===== src/rtl/tone_decoder.sv =====
// rtl/tone_decoder.sv - tone burst classifier with end-of-burst detect pulses; GAIN_CHECK_EN enables the sticky err flag
module tone_decoder #(
    parameter int CNT_W     = 12,
    parameter int HI_MIN    = 40,
    parameter int HI_MAX    = 60,
    parameter int LO_MIN    = 90,
    parameter int LO_MAX    = 110,
    parameter int CONFIRM   = 4,
    parameter int TIMEOUT   = 255,
    parameter int MIN_TICKS = 2
) (
    input  logic             clk,
    input  logic             rst,
    input  logic             slowen,
    input  logic             audio,
    input  logic             gain,
    input  logic             notshutdown,
    output logic             tone_valid,
    output logic             tone_class,
    output logic [CNT_W-1:0] half_period,
    output logic             rnd_det,
    output logic             game_det,
    output logic             err
);

    typedef enum logic [1:0] {S_IDLE, S_ARM, S_MEAS, S_LOCK} state_t;

    localparam logic [CNT_W-1:0] CNT_MAX  = '1;
    localparam logic [CNT_W-1:0] HI_MIN_C = CNT_W'(HI_MIN);
    localparam logic [CNT_W-1:0] HI_MAX_C = CNT_W'(HI_MAX);
    localparam logic [CNT_W-1:0] LO_MIN_C = CNT_W'(LO_MIN);
    localparam logic [CNT_W-1:0] LO_MAX_C = CNT_W'(LO_MAX);
    localparam logic [CNT_W-1:0] TO_C     = CNT_W'(TIMEOUT);
    localparam logic [7:0]       CONF_C   = 8'(CONFIRM);
    localparam logic [7:0]       MINT_C   = 8'(MIN_TICKS);

    state_t           state, next_state;
    logic             audio_q, audio_p;
    logic             edge_det;
    logic [CNT_W-1:0] cnt, c_val;
    logic             is_hi, is_lo, timeout;
    logic [7:0]       mcnt, mcnt_nx;
    logic [7:0]       ticks, tick_nx;
    logic             cls, cls_nx;
    logic             lock_entry, hp_load, burst_end, qualifies;

    // c_val counts the cycles since the previous edge, including the current one
    assign edge_det  = audio_q != audio_p;
    assign c_val     = (cnt == CNT_MAX) ? CNT_MAX : cnt + 1'b1;
    assign is_hi     = (c_val >= HI_MIN_C) && (c_val <= HI_MAX_C);
    assign is_lo     = (c_val >= LO_MIN_C) && (c_val <= LO_MAX_C);
    assign timeout   = !edge_det && (c_val >= TO_C);
    assign tick_nx   = (slowen && ticks != 8'hff) ? ticks + 8'd1 : ticks;
    assign qualifies = burst_end && (tick_nx >= MINT_C);

    always_ff @(posedge clk) begin
        if (!rst) state <= S_IDLE;
        else      state <= next_state;
    end

    always_comb begin
        next_state = state;
        mcnt_nx    = mcnt;
        cls_nx     = cls;
        lock_entry = 1'b0;
        hp_load    = 1'b0;
        burst_end  = 1'b0;
        case (state)
            S_IDLE: begin
                mcnt_nx = '0;
                if (notshutdown) next_state = S_ARM;
            end
            S_ARM: begin
                if (!notshutdown) begin
                    next_state = S_IDLE;
                    mcnt_nx    = '0;
                end else if (edge_det) begin
                    next_state = S_MEAS;
                    mcnt_nx    = '0;
                end else if (timeout) begin
                    mcnt_nx = '0;
                end
            end
            S_MEAS: begin
                if (!notshutdown) begin
                    next_state = S_IDLE;
                    mcnt_nx    = '0;
                end else if (edge_det) begin
                    if (!is_hi && !is_lo) begin
                        mcnt_nx = '0;
                    end else if (is_hi == cls) begin
                        mcnt_nx = mcnt + 8'd1;
                    end else begin
                        mcnt_nx = 8'd1;
                        cls_nx  = is_hi;
                    end
                    if ((is_hi || is_lo) && mcnt_nx >= CONF_C) begin
                        next_state = S_LOCK;
                        lock_entry = 1'b1;
                    end
                end else if (timeout) begin
                    next_state = S_ARM;
                    mcnt_nx    = '0;
                end
            end
            S_LOCK: begin
                mcnt_nx = '0;
                // shutdown outranks a coincident edge so the burst still gets its pulse
                if (!notshutdown) begin
                    burst_end  = 1'b1;
                    next_state = S_IDLE;
                end else if (edge_det) begin
                    if (cls ? is_hi : is_lo) hp_load = 1'b1;
                    else                     next_state = S_MEAS;
                end else if (timeout) begin
                    burst_end  = 1'b1;
                    next_state = S_ARM;
                end
            end
            default: next_state = S_IDLE;
        endcase
    end

    always_comb begin
        tone_valid = (state == S_LOCK);
        tone_class = (state == S_LOCK) && cls;
    end

    always_ff @(posedge clk) begin
        if (!rst) begin
            audio_q     <= 1'b0;
            audio_p     <= 1'b0;
            cnt         <= '0;
            mcnt        <= '0;
            ticks       <= '0;
            cls         <= 1'b0;
            half_period <= '0;
            rnd_det     <= 1'b0;
            game_det    <= 1'b0;
        end else begin
            audio_q <= audio;
            audio_p <= audio_q;
            if (state == S_IDLE || edge_det) cnt <= '0;
            else                             cnt <= c_val;
            mcnt  <= mcnt_nx;
            cls   <= cls_nx;
            ticks <= (state == S_LOCK && next_state == S_LOCK) ? tick_nx : 8'd0;
            if (lock_entry || hp_load) half_period <= c_val;
            rnd_det  <= qualifies && cls;
            game_det <= qualifies && !cls;
        end
    end

`ifdef GAIN_CHECK_EN
    logic gain_s;

    always_ff @(posedge clk) begin
        if (!rst) begin
            gain_s <= 1'b0;
            err    <= 1'b0;
        end else begin
            if (lock_entry) gain_s <= gain;
            if ((state == S_LOCK && gain != gain_s) || (burst_end && tick_nx < MINT_C))
                err <= 1'b1;
        end
    end
`else
    logic unused_gain;
    assign unused_gain = gain;
    assign err         = 1'b0;
`endif

endmodule


===== config.mk =====
export PLATFORM = sky130hd
export DESIGN_NAME = tone_decoder
export DESIGN_NICKNAME = d
export VERILOG_FILES = /design/src/rtl/tone_decoder.sv
export SDC_FILE = /design/constraint.sdc
export NUM_CORES = 1
export LEC_CHECK = 0
export ABC_AREA = 0
export ABC_CLOCK_PERIOD_IN_PS = 3800
export CAP_MARGIN = 20
export CORE_AREA = 10 10 79 81
export DETAILED_ROUTE_END_ITERATION = 10
export DIE_AREA = 0 0 89 91
export GPL_TIMING_DRIVEN = 0
export PLACE_DENSITY = 0.81
export SKIP_CTS_REPAIR_TIMING = 1
export SYNTH_ARGS = -nofsm -noshare
export SYNTH_HDL_FRONTEND = slang
export SYNTH_SLANG_ARGS = --single-unit

===== constraint.sdc =====
create_clock -name clk -period 3.8 [get_ports clk]
set_input_delay 0.57 -clock clk [delete_from_list [all_inputs] [get_ports clk]]
set_output_delay 0.57 -clock clk [all_outputs]
set_load 0.005 [all_outputs]

### Yosys cells after proc, flatten, opt, wreduce, memory -nomap -nowiden

Cells that the tools add are included.
W data, S select, Z words.

* $add $sub $neg: 3
* multiply operators: 0
* div/mod/pow operators: 0
* magnitude comparators: 7
* equal/unequal tests: 8
* shift-type cells: 0
* mux-type cells: 37
* bitwise operators: 3
* reduce and logical (&&, ||, !) cells: 23

Operators with widths (number)
* $mux W8: 11
* $pmux W8 S3: 1
* $mux W2: 10
* $add A8 B1 Y8 const B: 2
* $mux W1: 13
* $add A12 B1 Y12 const B: 1
* $eq A12 B12 Y1 const B: 1
* $ge A12 B6 Y1 const B: 1
* $ge A12 B7 Y1 const B: 1
* $ge A12 B8 Y1 const B: 1
* $le A12 B6 Y1 const B: 1
* $le A12 B7 Y1 const B: 1
* $mux W12: 1
* $logic_and A1 B1 Y1: 11
* $ge A8 B2 Y1 const B: 1
* $ge A8 B3 Y1 const B: 1
* $ne A8 B8 Y1 const B: 1
* $pmux W2 S4: 1
* $eq A2 B2 Y1 const B: 3
* $reduce_and A5 Y1: 1
* $logic_not A1 Y1: 4
* $reduce_or A2 Y1: 2
* $logic_or A1 B1 Y1: 3
* $not A1 Y1: 3
* 5 further kinds: 5

* bits in registers: 47
* latch bits: 0
* bits in writable memories: 0
* memory bits (read-only): 0
* bits of input ports: 6
* output and inout port bits: 17
* word-level logic and storage cells: 91
* memories kept: 0

### Depth between registers and ports, before layout

* depth after elaboration: 19
* depth in mapped cells: 10
* gate-level depth less buffers: 9

### Worst setup path before layout

No wires, ideal clock.

* path kind: register -> register
* start point: register cnt[1]
* end point: register half_period[10]
* setup time: 0.115 ns
* data arrival time: 2.515 ns
* data required time: 3.685 ns
* setup slack: 1.170 ns
* cell stages (with the launch flop): 11
* path buffers: 1
* clock period less this slack: 2.630 ns
* cells stage by stage: dfxtp_1 > ha_1 > buf_2 > nand3_2 > o32a_1 > nand2_1 > mux2i_1 > o211ai_1 > a211oi_4 > nand2_2 > and3_1

* longest elaborated chain between the ends: 17
* elaborated cells on any way between the ends: 31
* classes of those cells: add/sub (1); order compare (5); eq/ne (2); mux (15); reduce/logical (8)

Ends and longest elaborated chain
* from (decl): RTL line 40 `logic [CNT_W-1:0] cnt, c_val;`
* from (signal assigned): RTL line 144 `else cnt <= c_val;`
* $add A12 B1 Y12 or $eq A12 B12 Y1 (tied branches): RTL line 49 `assign c_val = (cnt == CNT_MAX) ? CNT_MAX : cnt + 1'b1;`
* $mux W12 *: RTL line 49
* $ge A12 B6 Y1 (tied with other cells): RTL line 50 `assign is_hi = (c_val >= HI_MIN_C) && (c_val <= HI_MAX_C);`
* $logic_and A1 B1 Y1, on equally long branches: RTL line 50, 51
* $eq A1 B1 Y1 or $logic_not A1 Y1 (tied branches): RTL line 91, 89
* $mux W8 or $logic_and A1 B1 Y1 (tied branches): RTL line 91, 89
* $mux W8: RTL line 89 `if (!is_hi && !is_lo) begin`
* $mux W8: RTL line 88 `end else if (edge_det) begin`
* $mux W8: RTL line 85 `if (!notshutdown) begin`
* $mux W8: RTL line 68 `case (state)`
* $ge A8 B3 Y1: RTL line 97 `if ((is_hi || is_lo) && mcnt_nx >= CONF_C) begin`
* $logic_and A1 B1 Y1: RTL line 97
* $mux W1: RTL line 97
* $mux W1: RTL line 88
* $mux W1: RTL line 85
* $mux W1: RTL line 68
* $logic_or A1 B1 Y1: RTL line 148 `if (lock_entry || hp_load) half_period <= c_val;`
* to (signal assigned): RTL line 148
* to (decl): RTL line 20 `output logic [CNT_W-1:0] half_period,`

Mark *: on every way between the ends. The rest lies on a longest branch, timed or not. The select of a mux whose other input is x is not followed.
A chain may end at the register's enable or synchronous reset.

### Worst setup path in the final report

* start point: register cnt[1]
* end point: register half_period[7]

Same word-level chain as after synthesis.

==> impl_metrics.tcl <==
set metrics [dict create \
    clock-sinks 47 \
    status "finished, final reports clean" \
    avgSynthCellArea_sq_um 8.04 \
    die_height_um 91 \
    clk_pin_slew_ps 80 \
    start_util 0.599 \
    drive_gt1_frac 0.0989 \
    power_density_mw_per_mm2 276 \
    crit_path_start_kind "flop" \
    cp_slowest_cell "a211oi_4" \
    rsz0062_at_grt "no" \
    stdcell_area_sq_mm 0.00314 \
    fp.dieArea_sq_mm 0.00810 \
    finalMaxSlewViolations 0 \
    grt_first_pass_wirelength_um 11400 \
    cts_inserted_buffers 5 \
    postSynthCellCount 347 \
    tightest_slew_ps 742 \
    syn_area_sq_mm 0.00279 \
    hp-start "half_period[6]" \
    cts_tree "done" \
    critPathBufInv 1 \
    endpoint_kind "flop" \
    synthFlopType "dfxtp_1" \
    gp_congestion 0.966 \
    io_pins 23 \
    grt_max_degree 15 \
    final_nets 382 \
    clockRootBuffer "clkbuf_8" \
    yosys.area_share.simple 0.309 \
    pre_cts_ws_ps 676 \
    grt_util_all_layers 0.169 \
    slew_headroom 0.501 \
    core_sq_mm 0.00466 \
    layout_setup_ws_ps 591 \
    fmax_mhz 312 \
    wl_per_cell_um 15.7 \
    die_x_um 89 \
    synth_mux_area_frac 0.0332 \
    critPathKind "flop to flop" \
    placementRows 25 \
    port_buffers 19 \
    arrival_ps 3410 \
    final_antenna_net_count 0 \
    vias 2688 \
    fin_worst_skew_ps 6.91 \
    dpl.hpwl_um 5030 \
    placed_area_sq_mm 0.00305 \
    synth-seq-area-share 0.337 \
    yosys_warnings 0 \
    grt_pass1_vias 2458 \
    worstSetupStartpoint "cnt[1]" \
    setup_viol 0 \
    h-tree-depth 2 \
    worstPathCellList "ha_1 -> buf_2 -> a21oi_1 -> o21ai_1 -> nand2_1 -> mux2i_1 -> o211ai_1 -> a211oi_4 -> nand2_2 -> and3_1" \
    fin_util 0.674 \
    drtIter0Drc 274 \
    min_period_over_period 0.845 \
    slowest_delay_ps 470 \
    antenna_cells 0 \
    p_leak_nw 1.09 \
    worst_hold_slack_ps 460 \
    synth-compound-area-share 0.209 \
    worstSkewPairLatency_ps 300 \
    route.detailed.drc 0 \
    period_minus_slack_ps 3210 \
    synth_edf_count 0 \
    first_pass_iters 5 \
    crit_family "compound AO/OA/AOI/OAI gates" \
    synthArstFlopShare 0 \
    hold_violations 0 \
    synth_fp_nets 356 \
    setup_tns_ps 0 \
    crit_required_ps 4000 \
    timing.rr.start "cnt[1]" \
    ys_types 66 \
    cts_buffer_depth 2 \
    synthXorXnorAreaFrac 0.0534 \
    path_max_fanout 10 \
    drv_cap 0 \
    hold_path.class "flop to flop" \
    grt-ovfl-total 0 \
    totalWireLength_um 6700 \
    ys_seq_elements 47 \
    antenna_found_initial 0 \
    syn2layout_area_growth_pct 12.6 \
    vias_per_cell 6.28 \
    yosys.area_share.adder 0.0135 \
    synth_top_family_by_area "simple AND/OR/NAND/NOR gates" \
    vdd_ir_drop_max_mv 0.284 \
]
==> metal layers <==
metal / part of all wire / global-route usage / vias to the layer above / wire length, um
li1: - / - / 1321 / -
met1: 0.46 / 0.221 / 1264 / 3080
met2: 0.45 / 0.256 / 95 / 3000
met3: 0.081 / 0.0590 / 8 / 543
met4: 0.011 / 0.0451 / 0 / 76
met5: 0 / 0 / - / 0
==> layout by cell type, fill, tap and decap left out, types with 5 or more instances in the layout <==
cell             synthesis  layout
nor2_1                  31      31
o21ai_0                  7       7
buf_2                    6       6
nand2b_1                 6       6
nand2_1                 36      36
xor2_1                   7       7
dfxtp_1                 47      47
xnor2_1                 10      10
and3_1                  12      12
and2_1                   8       8
nand4_1                  7       7
nor3_1                  10      10
clkbuf_1                 7       8
mux2i_1                  7       7
inv_1                    9       9
clkbuf_8                 0       6
nor2b_1                  5       5
a21oi_1                 24      24
clkdlybuf4s50_1          0      19
nand3_1                 21      21
==> worst register-to-register path: stages (launching register included) <==
cell and delay, ps:
dfxtp_1 400, ha_1 250, buf_2 190, a21oi_1 420, o21ai_1 140, nand2_1 160
mux2i_1 400, o211ai_1 210, a211oi_4 470, nand2_2 230, and3_1 250
==> flip-flops by register name, indices dropped and copies added, names as in the netlist <==
name         cells
audio_q          1
mcnt             8
audio_p          1
cnt             12
ticks            8
rnd_det          1
cls              1
half_period     12
game_det         1
state            2
==> final timing paths <==
| check | endpoint | slack [ps] | cells past startpoint |
|---|---|---|---|
| worst min register to register | half_period[6] | 460 | 2 |
| worst min-delay path | half_period[6] | 460 | 2 |
| worst max register to register | half_period[7] | 590 | 10 |
| worst max-delay path | half_period[7] | 590 | 10 |
==> layout make-up <==
class                      count  area (sq um)
inverter                      10          37.5
multi-input combinational    273          1730
clock buffer                   7          86.3
buffer                        17          83.8
tap                           54          67.6
timing repair buffer          19           190
fill                         393          1520
clock inverter                 1          8.76
sequential                    47           941
==> kinds of logic (layout without fill, tap and decap cells) <==
family | after synthesis | in the layout
other cells | 1 | 1
compound gates | 79 | 79
buf+inv | 27 | 54
fa+ha+maj | 3 | 3
mux | 9 | 9
xor+xnor | 17 | 17
flops | 47 | 47
simple gates | 164 | 164
==> synthesized netlist by cell type, types with 8 or more instances <==
cell type	instances	area (sq um)
dfxtp_1	47	941
nand2_1	36	135
nor2_1	31	116
a21oi_1	24	120
nand3_1	21	105
and3_1	12	75.1
nor3_1	10	50.1
xnor2_1	10	87.6
inv_1	9	33.8
and2_1	8	50.1
==> through the flow <==
stage | power [W] | cells
after floorplan | 0.000544 | 347
after global placement | 0.000557 | 420
after detailed placement | 0.000558 | 420
after CTS | 0.000871 | 428
after global routing | 0.000895 | 428
final | 0.000866 | 428
==> where the power goes <==
part | internal, W | switching [W] | leakage (nW)
clock network | 0.000149 | 0.000170 | 0.0484
logic | 0.0000169 | 0.0000331 | 0.667
registers | 0.000495 | 0.00000213 | 0.379
total | 0.000661 | 0.000205 | 1.09
Power figures use the tool's default switching activity.
